### config.mk
export PLATFORM = sky130hd
export DESIGN_NAME = i2s_receiver
export DESIGN_NICKNAME = d
export VERILOG_FILES = /design/src/rtl/i2s_receiver.sv
export SDC_FILE = /design/constraint.sdc
export NUM_CORES = 1
export LEC_CHECK = 0
export ABC_AREA = 1
export BUFFER_PORTS_ARGS = -buffer_cell sky130_fd_sc_hd__clkbuf_2
export CORE_ASPECT_RATIO = 0.8
export CORE_MARGIN = 2
export CORE_UTILIZATION = 51
export DETAILED_ROUTE_END_ITERATION = 12
export PLACE_DENSITY = 0.75
export SETUP_SLACK_MARGIN = 0.1
export SLEW_MARGIN = 15
export SYNTH_ARGS = -nofsm -noshare
export SYNTH_HDL_FRONTEND = slang
export SYNTH_SLANG_ARGS = --single-unit
### constraint.sdc
create_clock -name sclk -period 1.57 [get_ports sclk]
set_clock_uncertainty 0.15 [all_clocks]
set_input_delay 0.3925 -clock sclk [delete_from_list [all_inputs] [get_ports sclk]]
set_output_delay 0.3925 -clock sclk [all_outputs]
set_load 0.02 [all_outputs]
### src/rtl/i2s_receiver.sv
// i2s_receiver: recovers left/right PCM words from an I2S stream in the
// bit-clock domain and presents completed stereo pairs to the effects
// pipeline. Mis-framed slots are dropped and the receiver resynchronises on
// the next word-select edge.
module i2s_receiver #(
  parameter int DATA_WIDTH = 24,
  parameter int SLOT_MAX   = 32
) (
  input  logic                  sclk,
  input  logic                  rst,
  input  logic                  lrclk,
  input  logic                  sdin,
  output logic [DATA_WIDTH-1:0] left_data,
  output logic [DATA_WIDTH-1:0] right_data,
  output logic                  frame_valid,
  output logic                  sync_err
);

  localparam int BW = $clog2(DATA_WIDTH);
  localparam int SW = $clog2(SLOT_MAX + 2);

  typedef enum logic [1:0] {
    S_IDLE,
    S_CAPTURE,
    S_WAIT
  } state_t;

  state_t                state;
  logic                  prev_lr;
  logic                  channel;
  logic                  left_seen;
  logic [DATA_WIDTH-1:0] shift_reg;
  logic [DATA_WIDTH-1:0] shift_next;
  logic [BW-1:0]         bit_cnt;
  logic [SW-1:0]         slot_cnt;
  logic                  ws_edge;

  // A word-select edge is any change of lrclk between consecutive sclk edges.
  assign ws_edge = (lrclk != prev_lr);

  // Shift register contents once the current sdin bit has been taken in.
  always_comb begin
    shift_next = {shift_reg[DATA_WIDTH-2:0], sdin};
  end

  // Framing FSM: slot start, bit capture, word commit, pairing and fault handling.
  always_ff @(posedge sclk) begin
    if (rst) begin
      state       <= S_IDLE;
      prev_lr     <= lrclk;
      channel     <= 1'b0;
      left_seen   <= 1'b0;
      shift_reg   <= '0;
      bit_cnt     <= '0;
      slot_cnt    <= '0;
      left_data   <= '0;
      right_data  <= '0;
      frame_valid <= 1'b0;
      sync_err    <= 1'b0;
    end else begin
      prev_lr     <= lrclk;
      frame_valid <= 1'b0;
      sync_err    <= 1'b0;
      if (ws_edge) begin
        // A new slot always starts capture; if one was still in progress it
        // is thrown away and the pairing is broken.
        if (state == S_CAPTURE) begin
          sync_err  <= 1'b1;
          left_seen <= 1'b0;
        end
        state     <= S_CAPTURE;
        channel   <= lrclk;
        shift_reg <= '0;
        bit_cnt   <= BW'(DATA_WIDTH - 1);
        slot_cnt  <= '0;
      end else if (state != S_IDLE) begin
        if (slot_cnt == SW'(SLOT_MAX)) begin
          // Slot has run past its longest legal length: drop back and wait
          // for a fresh word-select edge.
          sync_err  <= 1'b1;
          left_seen <= 1'b0;
          state     <= S_IDLE;
          slot_cnt  <= '0;
        end else begin
          slot_cnt <= slot_cnt + 1'b1;
          if (state == S_CAPTURE) begin
            shift_reg <= shift_next;
            bit_cnt   <= bit_cnt - 1'b1;
            if (bit_cnt == '0) begin
              state <= S_WAIT;
              if (channel == 1'b0) begin
                left_data <= shift_next;
                left_seen <= 1'b1;
              end else begin
                right_data  <= shift_next;
                frame_valid <= left_seen;
                left_seen   <= 1'b0;
              end
            end
          end
        end
      end
    end
  end

endmodule

==> impl_metrics.py <==
metrics = {
    "status": {
        "outcome": "finished with violations",
        "violations": "negative setup slack",
    },
    "floorplanning": {
        "num_io_pins": 54,
        "die_x_um": 99.4,
        "start_util": 0.534,
        "die-area_um2": 7990,
        "die_y_um": 80.4,
        "coreArea_um2": 6960,
        "rows": 27,
    },
    "pwr": {
        "p_comb_frac": 0.209,
        "powerDensity_nw_per_um2": 941,
        "netSwitchingFraction": 0.291,
        "p_leak_nw": 2.17,
        "vdd.ir_drop.worst_mv": 0.819,
        "p_clk_frac": 0.312,
        "p_total_mw": 5.02,
        "p_int_mw": 3.56,
        "p_sw_mw": 1.46,
        "seq_power_share": 0.479,
    },
    "global_routing": {
        "grt_pass1_wl_um": 15700,
        "grt_pass1_vias": 3242,
        "antenna_found_initial": 0,
        "overflow": 0,
        "grt_max_degree": 28,
        "grt_usage": 0.249,
    },
    "logic_synthesis": {
        "async_reset_ff_frac": 0,
        "ys_ff_latch": 89,
        "synth_top_area_cell": "dfxtp_1",
        "synth.top_cells.by_count": "89 x dfxtp_1, 70 x nand2_1, 69 x a21oi_1",
        "yosysSeqAreaShare": 0.479,
        "synth_ff_type": "dfxtp_1",
        "synth_area_leaders": "dfxtp_1 48%, a21oi_1 9.3%, nand3_1 7.1%",
        "synth_nets": 495,
        "synth_most_common_cell": "dfxtp_1",
        "synth_cell_type_count": 28,
        "syn_area_per_cell_um2": 7.61,
        "syn_area_um2": 3720,
        "synth_cells": 488,
        "synth.top_cell.area_share": 0.479,
        "synth_edf_count": 0,
        "yosys_warnings": 0,
    },
    "critical_path": {
        "path_cells": "inv_2 > ha_4 > nand3_4 > inv_4 > nor2_4 > buf_6 > buf_12 > nand3_2 > nand2_1 > nor2_1",
        "critPathBufInv": 4,
        "cp_slowest_cell": "dfxtp_2",
        "cp_slowest_stage_delay_ps": 350,
        "start_kind": "flop",
        "cp.arrival_ps": 1760,
        "critPathRequiredTime_ps": 1680,
        "critPathMaxFanout": 6,
        "r2r_setup_slack_ps": -70,
        "critical_path_class": "reg -> reg",
        "cp_top_family": "simple AND/OR/NAND/NOR gates",
        "crit_path_end_kind": "flop",
    },
    "detailed_routing": {
        "drt-initial-drc-count": 207,
        "via_per_inst": 5.57,
        "wl_met2_um": 5370,
        "drtAntennaViolNets": 0,
        "highest_layer": "met4",
        "vias": 3719,
        "drcViolationCount": 0,
        "wl_met1_um": 4470,
        "met3_length_um": 830,
        "wl_per_cell_um": 16.5,
        "wirelength_um": 11000,
        "first_pass_iters": 5,
    },
    "timing": {
        "slew_viol_final": 0,
        "fmax_ghz": 0.608,
        "worstMarginPinSlew_ps": 289,
        "hold_viol": 0,
        "period_needed_ps": 1640,
        "setup_ws_ps": -74.1,
        "final-setup-viol-count": 41,
        "rsz0062_at_grt": "true",
        "fin_crit_sh": 1.05,
        "maxSlewHeadroom": 0.808,
    },
    "placed_design": {
        "place_congestion": 0.810,
        "hpwl_um": 5670,
        "pre_cts_slack_ps": -69.5,
        "portBuffers": 53,
        "place_area_um2": 4330,
    },
    "clock_network": {
        "tritoncts": "done",
        "clock-sinks": 89,
        "clock-root-buffer": "clkbuf_8",
        "cts-htree-levels": 3,
        "clock_tree.buffer_depth": 2,
        "cts_made_buffers": 9,
        "clk_pin_slew_ps": 80,
        "insertion_delay_ps": 370,
        "ctsHoldBuffers": 0,
    },
    "run": {
        "max_cap_viol_count": 0,
    },
    "layout": {
        "nFillCells": 455,
        "drive_gt1_frac": 0.387,
        "regArea_um2": 1790,
        "fin_nets": 585,
        "final_cell_area_um2": 5330,
        "diodes": 0,
        "area_growth_pct": 43.5,
        "multi_input_area_um2": 1920,
    },
    "min_path": {
        "hold_path.class": "in -> reg",
    },
}
## layer usage
metal  GRT usage  vias up
met3      0.0583       34
met5           0        -
met4      0.0726        0
li1            -     1773
met2       0.418      166
met1       0.321     1746
## power by group through the flow
stage / Combinational [mW] / Sequential [mW] / Clock (mW)
after floorplan: 0.483 / 2.49 / 0
after global placement: 0.741 / 2.45 / 0
after detailed placement: 0.755 / 2.45 / 0
after CTS: 0.893 / 2.40 / 1.56
after global routing: 1.12 / 2.41 / 1.67
final: 1.05 / 2.40 / 1.57
## final cells by class
| cell class | instances | area share |
|---|---|---|
| Clock buffer | 11 | 0.0265 |
| Clock inverter | 3 | 0.00798 |
| Inverter | 44 | 0.0329 |
| Multi-Input combinational cell | 323 | 0.360 |
| Sequential cell | 89 | 0.337 |
| Tap cell | 87 | 0.0204 |
| Timing Repair Buffer | 111 | 0.215 |
## metrics by stage
step                      TNS (ps)  hold WS, ps  cells  utilization
after floorplan                  0          270    488            -
after global placement        -448          305    628        0.622
after detailed placement     -1730          304    628        0.622
after CTS                        0         17.7    658        0.706
after global routing         -3610         7.34    668        0.766
final                        -1050         9.27    668        0.766
## kinds of logic after synthesis
group	after synthesis	synth area share
AOI/OAI and AO/OA	109	0.159
xor gates and xnor gates	3	0.00707
adders and majority gates	3	0.0101
buffers and inverters	76	0.100
DFF	89	0.479
and+or+nand+nor	208	0.244
## final timing paths
| path | start | end | depth (start not counted) |
|---|---|---|---|
| setup / recovery | slot_cnt[1] | right_data[13] | 10 |
| hold reg to reg | left_seen | frame_valid | 2 |
| setup reg to reg | slot_cnt[1] | right_data[13] | 10 |
| hold / removal | lrclk | prev_lr | 1 |
## placed cells by master, fill, tap and decap left out, drive strengths merged, types with 3 or more instances in the layout
master / count
inv: 42
nor2: 72
clkbuf: 53
nand3: 55
buf: 68
o21ai: 27
a21oi: 79
dfxtp: 89
nor3: 3
nand4: 4
ha: 3
nand2: 74
xor2: 3
clkinv: 3
## what timing repair did
action	CTS	global route
resized for setup	43	79
setup endpoints to repair	69	95
gates cloned	6	7
buffers inserted	10	3
pin swaps	27	31
(Power assumes the default switching activity.)
